**src/rtl/rvfi_trace_fifo_if.sv**
```systemverilog
// rvfi_trace_fifo_if: RVFI retirement input, trace stream output and status bundle.
interface rvfi_trace_fifo_if #(parameter int DEPTH = 8, parameter int DROP_W = 16);
  logic                     rvfi_valid;
  logic [63:0]              rvfi_order;
  logic [31:0]              rvfi_insn;
  logic                     rvfi_trap;
  logic [31:0]              rvfi_pc_rdata;
  logic [31:0]              rvfi_pc_wdata;
  logic [4:0]               rvfi_rd_addr;
  logic [31:0]              rvfi_rd_wdata;
  logic                     trace_valid;
  logic                     trace_ready;
  logic [63:0]              trace_order;
  logic [31:0]              trace_insn;
  logic                     trace_trap;
  logic [31:0]              trace_pc_rdata;
  logic [31:0]              trace_pc_wdata;
  logic [4:0]               trace_rd_addr;
  logic [31:0]              trace_rd_wdata;
  logic [$clog2(DEPTH):0]   level;
  logic                     overflow;
  logic [DROP_W-1:0]        drop_count;
  logic                     order_err;
  logic                     clear;
  modport master (
    output rvfi_valid, rvfi_order, rvfi_insn, rvfi_trap, rvfi_pc_rdata, rvfi_pc_wdata,
           rvfi_rd_addr, rvfi_rd_wdata, trace_ready, clear,
    input  trace_valid, trace_order, trace_insn, trace_trap, trace_pc_rdata, trace_pc_wdata,
           trace_rd_addr, trace_rd_wdata, level, overflow, drop_count, order_err
  );
  modport slave (
    input  rvfi_valid, rvfi_order, rvfi_insn, rvfi_trap, rvfi_pc_rdata, rvfi_pc_wdata,
           rvfi_rd_addr, rvfi_rd_wdata, trace_ready, clear,
    output trace_valid, trace_order, trace_insn, trace_trap, trace_pc_rdata, trace_pc_wdata,
           trace_rd_addr, trace_rd_wdata, level, overflow, drop_count, order_err
  );
endinterface

```
**src/rtl/rvfi_trace_fifo.sv**
```systemverilog
// rvfi_trace_fifo: buffers RVFI retirements as trace records, flags drops and order breaks.
module rvfi_trace_fifo #(parameter int DEPTH = 8, parameter int DROP_W = 16) (
  input  logic              clk,
  input  logic              rst,
  rvfi_trace_fifo_if.slave  bus
);
  localparam int AW = $clog2(DEPTH);
  localparam int RW = 198;
  logic [RW-1:0]     r_mem [DEPTH];
  logic [AW:0]       r_wr_ptr, r_rd_ptr;
  logic              r_overflow, r_order_err, r_expect_vld;
  logic [DROP_W-1:0] r_drop_count;
  logic [63:0]       r_expect;
  logic              w_full, w_empty, w_pop, w_push, w_drop, w_order_bad;
  logic [RW-1:0]     w_rec, w_head;
  logic [DROP_W-1:0] w_drop_inc;
  assign w_full      = (r_wr_ptr[AW] != r_rd_ptr[AW]) && (r_wr_ptr[AW-1:0] == r_rd_ptr[AW-1:0]);
  assign w_empty     = r_wr_ptr == r_rd_ptr;
  assign w_pop       = !w_empty && bus.trace_ready;
  assign w_push      = bus.rvfi_valid && (!w_full || w_pop);
  assign w_drop      = bus.rvfi_valid && w_full && !w_pop;
  assign w_order_bad = bus.rvfi_valid && r_expect_vld && (bus.rvfi_order != r_expect);
  assign w_drop_inc  = &r_drop_count ? r_drop_count : r_drop_count + DROP_W'(1);
  assign w_rec = {bus.rvfi_order, bus.rvfi_insn, bus.rvfi_trap, bus.rvfi_pc_rdata,
                  bus.rvfi_pc_wdata, bus.rvfi_rd_addr, bus.rvfi_rd_wdata};
  assign w_head = r_mem[r_rd_ptr[AW-1:0]];
  assign {bus.trace_order, bus.trace_insn, bus.trace_trap, bus.trace_pc_rdata,
          bus.trace_pc_wdata, bus.trace_rd_addr, bus.trace_rd_wdata} = w_head;
  assign bus.trace_valid = !w_empty;
  assign bus.level       = r_wr_ptr - r_rd_ptr;
  assign bus.overflow    = r_overflow;
  assign bus.drop_count  = r_drop_count;
  assign bus.order_err   = r_order_err;
  // Storage is cleared on reset so the head reads as zero while empty.
  always_ff @(posedge clk or negedge rst) begin
    if (!rst) begin
      for (int i = 0; i < DEPTH; i++) r_mem[i] <= '0;
      r_wr_ptr     <= '0;
      r_rd_ptr     <= '0;
      r_overflow   <= 1'b0;
      r_drop_count <= '0;
      r_order_err  <= 1'b0;
      r_expect     <= '0;
      r_expect_vld <= 1'b0;
    end else begin
      if (w_push) r_mem[r_wr_ptr[AW-1:0]] <= w_rec;
      if (w_push) r_wr_ptr <= r_wr_ptr + 1'b1;
      if (w_pop) r_rd_ptr <= r_rd_ptr + 1'b1;
      r_overflow   <= w_drop || (r_overflow && !bus.clear);
      r_order_err  <= w_order_bad || (r_order_err && !bus.clear);
      r_drop_count <= w_drop ? (bus.clear ? DROP_W'(1) : w_drop_inc) : (bus.clear ? '0 : r_drop_count);
      if (bus.rvfi_valid) begin
        r_expect     <= bus.rvfi_order + 64'd1;
        r_expect_vld <= 1'b1;
      end
    end
  end
endmodule

```
**src/flat_wrapper.sv**
```systemverilog
// flat-port wrapper written by rule: the top's interface ports become plain ports
module rvfi_trace_fifo_flat 
#(parameter int DEPTH = 8, parameter int DROP_W = 16)
  (clk, rst, bus_rvfi_valid, bus_rvfi_order, bus_rvfi_insn, bus_rvfi_trap, bus_rvfi_pc_rdata, bus_rvfi_pc_wdata, bus_rvfi_rd_addr, bus_rvfi_rd_wdata, bus_trace_ready, bus_clear, bus_trace_valid, bus_trace_order, bus_trace_insn, bus_trace_trap, bus_trace_pc_rdata, bus_trace_pc_wdata, bus_trace_rd_addr, bus_trace_rd_wdata, bus_level, bus_overflow, bus_drop_count, bus_order_err);
  rvfi_trace_fifo_if #(.DEPTH(DEPTH), .DROP_W(DROP_W)) bus_i ();
  input  logic clk;
  input  logic rst;
  input wire logic [$bits(bus_i.rvfi_valid)-1:0] bus_rvfi_valid;
  input wire logic [$bits(bus_i.rvfi_order)-1:0] bus_rvfi_order;
  input wire logic [$bits(bus_i.rvfi_insn)-1:0] bus_rvfi_insn;
  input wire logic [$bits(bus_i.rvfi_trap)-1:0] bus_rvfi_trap;
  input wire logic [$bits(bus_i.rvfi_pc_rdata)-1:0] bus_rvfi_pc_rdata;
  input wire logic [$bits(bus_i.rvfi_pc_wdata)-1:0] bus_rvfi_pc_wdata;
  input wire logic [$bits(bus_i.rvfi_rd_addr)-1:0] bus_rvfi_rd_addr;
  input wire logic [$bits(bus_i.rvfi_rd_wdata)-1:0] bus_rvfi_rd_wdata;
  input wire logic [$bits(bus_i.trace_ready)-1:0] bus_trace_ready;
  input wire logic [$bits(bus_i.clear)-1:0] bus_clear;
  output wire logic [$bits(bus_i.trace_valid)-1:0] bus_trace_valid;
  output wire logic [$bits(bus_i.trace_order)-1:0] bus_trace_order;
  output wire logic [$bits(bus_i.trace_insn)-1:0] bus_trace_insn;
  output wire logic [$bits(bus_i.trace_trap)-1:0] bus_trace_trap;
  output wire logic [$bits(bus_i.trace_pc_rdata)-1:0] bus_trace_pc_rdata;
  output wire logic [$bits(bus_i.trace_pc_wdata)-1:0] bus_trace_pc_wdata;
  output wire logic [$bits(bus_i.trace_rd_addr)-1:0] bus_trace_rd_addr;
  output wire logic [$bits(bus_i.trace_rd_wdata)-1:0] bus_trace_rd_wdata;
  output wire logic [$bits(bus_i.level)-1:0] bus_level;
  output wire logic [$bits(bus_i.overflow)-1:0] bus_overflow;
  output wire logic [$bits(bus_i.drop_count)-1:0] bus_drop_count;
  output wire logic [$bits(bus_i.order_err)-1:0] bus_order_err;
  assign bus_i.rvfi_valid = bus_rvfi_valid;
  assign bus_i.rvfi_order = bus_rvfi_order;
  assign bus_i.rvfi_insn = bus_rvfi_insn;
  assign bus_i.rvfi_trap = bus_rvfi_trap;
  assign bus_i.rvfi_pc_rdata = bus_rvfi_pc_rdata;
  assign bus_i.rvfi_pc_wdata = bus_rvfi_pc_wdata;
  assign bus_i.rvfi_rd_addr = bus_rvfi_rd_addr;
  assign bus_i.rvfi_rd_wdata = bus_rvfi_rd_wdata;
  assign bus_i.trace_ready = bus_trace_ready;
  assign bus_i.clear = bus_clear;
  assign bus_trace_valid = bus_i.trace_valid;
  assign bus_trace_order = bus_i.trace_order;
  assign bus_trace_insn = bus_i.trace_insn;
  assign bus_trace_trap = bus_i.trace_trap;
  assign bus_trace_pc_rdata = bus_i.trace_pc_rdata;
  assign bus_trace_pc_wdata = bus_i.trace_pc_wdata;
  assign bus_trace_rd_addr = bus_i.trace_rd_addr;
  assign bus_trace_rd_wdata = bus_i.trace_rd_wdata;
  assign bus_level = bus_i.level;
  assign bus_overflow = bus_i.overflow;
  assign bus_drop_count = bus_i.drop_count;
  assign bus_order_err = bus_i.order_err;
  rvfi_trace_fifo #(.DEPTH(DEPTH), .DROP_W(DROP_W)) u_core (.clk(clk), .rst(rst), .bus(bus_i));
endmodule
```
**config.mk**
```make
export PLATFORM = sky130hd
export DESIGN_NAME = rvfi_trace_fifo_flat
export DESIGN_NICKNAME = d
export VERILOG_FILES = /design/src/rtl/rvfi_trace_fifo_if.sv /design/src/rtl/rvfi_trace_fifo.sv /design/src/flat_wrapper.sv
export SDC_FILE = /design/constraint.sdc
export NUM_CORES = 2
export LEC_CHECK = 0
export CAP_MARGIN = 20
export CORE_MARGIN = 2
export CORE_UTILIZATION = 38
export DETAILED_ROUTE_END_ITERATION = 6
export HOLD_SLACK_MARGIN = 0.12
export PLACE_DENSITY = 0.57
export SYNTH_ARGS = -nofsm -noshare
export SYNTH_HDL_FRONTEND = slang
export SYNTH_SLANG_ARGS = --single-unit
```
**constraint.sdc**
```tcl
create_clock -name clk -period 8.7 [get_ports clk]
set_input_delay 1.305 -clock clk [delete_from_list [all_inputs] [get_ports clk]]
set_output_delay 1.305 -clock clk [all_outputs]
set_load 0.005 [all_outputs]
```
Yosys cells after proc, flatten, opt, wreduce, memory -nomap -nowiden
Index checks and enable logic that the tools add are counted.
Storage, ports and cells
  bits in registers: 1675
  bits of input ports: 203
  word-level logic and storage cells: 60
Cells by class
  add/sub/neg operators: 5
  $lt $le $gt $ge: 3
  equality and inequality tests: 5
  muxes and demuxes: 10
  bitwise operators: 2
  reductions and logical operators: 20
Operators with widths (count)
  bitwise mux 1584 bit: 1
  binary-select mux 198 bit (select 3 bit): 1
  demux 198 bit (select 3 bit): 1
  2-to-1 mux 198 bit: 3
  adder 64 x 1 -> 64 bit, second input constant: 1
  2-to-1 mux 16 bit: 4
  != test 64 bit: 1
  adder 16 x 1 -> 16 bit, second input constant: 1
  AND reduction 16 bit: 1
  logical AND 1 bit: 10
  adder 4 x 1 -> 4 bit, second input constant: 2
  greater-or-equal comparator 4 bit, second input constant: 2
  NOT 3 -> 4 bit: 2
  equality test 4 bit: 1
  zero test 1 bit: 4
  < comparator 4 x 1 -> 1 bit, second input constant: 1
  subtractor 4 bit: 1
  equality test 3 bit: 1
  logical OR 1 bit: 3
  != test 2 bit, second input constant: 1
  AND reduction 2 bit: 1
  nonzero test 2 bit: 1
  != test 1 bit: 1

Depth between registers and ports, before layout
  depth in word-level cells: 7
  mapped depth: 13

Least setup slack after synthesis
Ideal clock, no wire load.
  kind: reg2out
  start point: register u_core.r_rd_ptr[0]
  end point: output bus_trace_order[53]
  arrival: 2.175 ns
  required time: 7.395 ns
  slack: 5.220 ns
  stages on the path, launching flop included: 7
  cells stage by stage: dfrtp_1 > clkbuf_1 > buf_2 > buf_1 > mux4_2 > nand2_1 > nand2_1
Between the ends
  word-level cells in the longest chain between the ends: 4
Ends and longest elaborated chain
  from (decl): line rvfi_trace_fifo.sv:10  | logic [AW:0] r_wr_ptr, r_rd_ptr;
  from (signal assigned): line rvfi_trace_fifo.sv:48  | if (w_pop) r_rd_ptr <= r_rd_ptr + 1'b1;
  NOT 3 -> 4 bit (implied by the code): line rvfi_trace_fifo.sv:26  | assign w_head = r_mem[r_rd_ptr[AW-1:0]];
  binary-select mux 198 bit (select 3 bit): line rvfi_trace_fifo.sv:26
  2-to-1 mux 198 bit (implied by the code) (2 in series): line rvfi_trace_fifo.sv:26
  to (decl): line flat_wrapper.sv:19  | output wire logic [$bits(bus_i.trace_order)-1:0] bus_trace_order;
Every way passes these cells. The select of a mux whose other input is x is not followed.

Final worst setup path
  start point: register u_core.r_rd_ptr[1]
  end point: output bus_trace_order[26]
The elaborated chain is that of the path after synthesis.

==> flow_metrics.py <==
metrics = {
    "clock_tree": {
        "cts_tree": "done",
        "cts-root-buf": "clkbuf_16",
        "cts_hold_buf": 0,
        "numCtsBuffers": 189,
        "post-cts-setup-buffers": 0,
        "clock_latency_ns": 0.85,
        "cts_max_level": 4,
        "cts_resized": 0,
        "clock-sinks": 1675,
        "clkSlewWorstSetupHoldPaths_ns": 0.06,
        "cts_buffer_depth": 3,
    },
    "die": {
        "die-area_mm2": 0.204,
        "die_h_um": 451,
        "fp.dieW_um": 451,
        "initial_core_util_pct": 38.1,
        "ios": 424,
        "core_mm2": 0.199,
        "num_rows": 164,
    },
    "power": {
        "p_sw_mw": 11.5,
        "peakVddDrop_v": 0.000289,
        "cellLeakagePower_nw": 37.7,
        "power_frac_comb_pct": 40.9,
        "powerDensity_mw_per_mm2": 409,
        "switching_share_pct": 31.6,
        "seqPwrFrac_pct": 36.9,
        "p_clk_share_pct": 22.2,
        "p_int_mw": 25.0,
    },
    "logic_synthesis": {
        "ys_ff_latch": 1675,
        "ys_warn_count": 0,
        "synth_area_mm2": 0.0760,
        "synth.distinct_cells": 44,
        "syn_inst": 5201,
        "synth_edf_count": 0,
        "synth.area.top_cells": "dfrtp_1, mux2_2, mux4_2",
        "syn_avg_cell_area_um2": 14.6,
        "synth_top_cells_by_count": "dfrtp_1, mux2_2, nand2_1, mux4_2, clkbuf_1",
        "syn_nets": 5412,
        "synthArstFlopShare_pct": 100,
        "synth_top_area_share_pct": 55.1,
        "synth_area_leader_cell": "dfrtp_1",
        "yosysMostFrequentCell": "dfrtp_1",
        "synth_ff_type": "dfrtp_1",
        "ys_seq_area_share_pct": 55.1,
    },
    "cells_and_area": {
        "areaGrowthSynthToFinish_pct": 17.5,
        "multi_input_area_mm2": 0.0325,
        "n_fill_cell": 17800,
        "stdcell_area_mm2": 0.0893,
        "layout.nets": 5701,
        "seq_area_mm2": 0.0419,
        "drive_above_1_share_pct": 42.2,
    },
    "sta": {
        "tightest_slew_ns": 1.15,
        "setup_viol": 0,
        "clock.fmax_mhz": 174,
        "hold_viol_final": 0,
        "finalCritPeriodShare_pct": 65.9,
        "tns_ns": 0,
        "hold_ws_ns": 0.473,
        "post-route-min-period_ns": 5.74,
        "max_slew_margin_pct": 23.2,
        "finClkSkew_ns": 0.0474,
        "rsz0062_at_grt": "no",
        "slew_violations": 0,
    },
    "critical_path": {
        "reg2regPathDepth": 9,
        "cp_max_fo": 91,
        "worstReg2RegStart": "u_core.r_rd_ptr[2]",
        "reg2reg_to": "u_core.r_mem[458]",
        "critical_path_class": "reg2out",
        "crit_path_start": "u_core.r_rd_ptr[1]",
        "reg2reg_slack_ns": 3.70,
        "end_kind": "output pin",
        "crit_required_ns": 7.39,
        "cp-endpoint": "bus_trace_order[26]",
        "worstPathArrival_ns": 4.43,
        "start_kind": "register",
    },
    "routing": {
        "wl_um": 200000,
        "wire_per_inst_um": 24.1,
        "drtIter0Drc": 2516,
        "antenna_left": 0,
        "dr_total_vias": 44700,
        "drt-pass1-iter-count": 5,
        "via_per_inst": 5.37,
        "drc_errors": 0,
    },
    "placement": {
        "placedInstanceArea_mm2": 0.0828,
        "io_buffer_count": 423,
        "globalplace.congestion": 0.785,
        "dp_hpwl_um": 115000,
    },
    "grt": {
        "grt_util_all_layers_pct": 19.8,
        "antenna_found_initial": 40,
        "grt_pass1_wl_um": 309000,
        "grt_max_degree": 188,
        "grt_pass1_vias": 48600,
        "grt-ovfl-total": 0,
    },
    "job": {
        "max_cap_viol_count": 0,
    },
    "run_status": {
        "status": "completed",
    },
    "hold_path": {
        "hold_path.class": "reg2reg",
    },
}
cell families after synthesis:
logic type / after synthesis / synth area share (%)
AO/OA/AOI/OAI: 113 / 0.881
AND/OR/NAND/NOR: 888 / 4.96
multiplexers: 1984 / 35.3
flip-flops: 1675 / 55.1
buffers and inverters: 414 / 2.24
XOR/XNOR: 119 / 1.37
adder cells (fa/ha/maj): 8 / 0.142
critical path, cell delays in order (launching register included):
cell and delay, ns:
dfrtp_4 0.93, buf_12 0.51, buf_4 0.69, mux4_2 0.33, nand2_1 0.05, nand2_1 0.26
clkdlybuf4s50_1 0.56
routing by layer:
| layer | share of wire [%] | up-vias | routed length [µm] | global-route usage (%) |
|---|---|---|---|---|
| li1 | - | 19500 | - | - |
| met1 | 43 | 24200 | 85600 | 25.5 |
| met2 | 51 | 685 | 102000 | 33.9 |
| met3 | 4.0 | 312 | 7980 | 3.78 |
| met4 | 2.5 | 28 | 5000 | 6.09 |
| met5 | 0.090 | - | 181 | 0 |
worst min path at each step:
stage,to,cells past startpoint,start
after floorplan,u_core.r_expect_vld,1,u_core.r_expect_vld
final,u_core.r_expect_vld,1,u_core.r_expect_vld
after global routing,u_core.r_expect_vld,1,u_core.r_expect_vld
after global placement,u_core.r_expect_vld,1,u_core.r_expect_vld
after CTS,u_core.r_expect_vld,1,u_core.r_expect_vld
after detailed placement,u_core.r_expect_vld,1,u_core.r_expect_vld
metrics by stage:
step / power, mW / worst slack [ns] / cells / util (%)
finish: 36.6 / 2.96 / 8320 / 44.8
global route: 38.8 / 2.81 / 8319 / 44.8
CTS: 37.2 / 2.86 / 8303 / 44.8
detailed placement: 28.8 / 3.70 / 7954 / 41.6
global placement: 28.5 / 3.77 / 7954 / 41.6
floorplan: 22.8 / 5.22 / 5201 / -
power groups by stage:
stage          Combinational (mW)  Sequential [mW]  Clock [mW]
2_1_floorplan                10.0             12.8           0
3_3_place_gp                 15.0             13.4           0
3_5_place_dp                 15.3             13.6           0
4_1_cts                      15.3             13.5        8.36
5_1_grt                      16.1             14.0        8.68
6_report                     15.0             13.5        8.11
placed cells by master (no fill, tap or decap), types with 3 or more instances in the layout:
cell type	n
o31ai_1	15
inv_1	18
clkbuf_1	40
xor2_1	82
nand3_1	30
dfrtp_1	1672
nor3_1	17
nor2_1	85
ha_1	7
buf_4	46
nand3b_1	3
mux4_2	396
and4_1	4
bufinv_16	6
nor4_1	29
o2111ai_1	3
buf_12	24
xnor2_1	37
a21oi_1	47
clkinvlp_4	4
nand2_4	6
or4_1	18
or3_1	16
mux2_2	1586
clkbuf_16	189
clkinv_2	36
or2_2	4
nand4_1	19
clkbuf_8	55
clkinv_16	9
dfrtp_4	3
and3_1	12
diode_2	16
clkdlybuf4s50_1	421
o21ai_0	15
o211ai_1	4
nand2_1	629
a31oi_1	24
clkinv_4	3
sequential cells by signal (all words and copies together) (netlist names):
name and count:
u_core.r_expect 64, u_core.bus.overflow 1, u_core.r_wr_ptr 4, u_core.r_expect_vld 1
u_core.r_rd_ptr 4, u_core.bus.drop_count 16, u_core.bus.order_err 1, u_core.r_mem 1584
cell type report:
type / count / share of cell area [%]
sequential: 1675 / 46.9
clock inverter: 65 / 0.882
timing repair buffer: 493 / 5.70
antenna: 16 / 0.0448
tap: 2656 / 3.72
inverter: 19 / 0.0882
clock buffer: 284 / 6.31
multi-input combinational: 3112 / 36.3
Note: power is estimated with default switching activity, not from simulation.
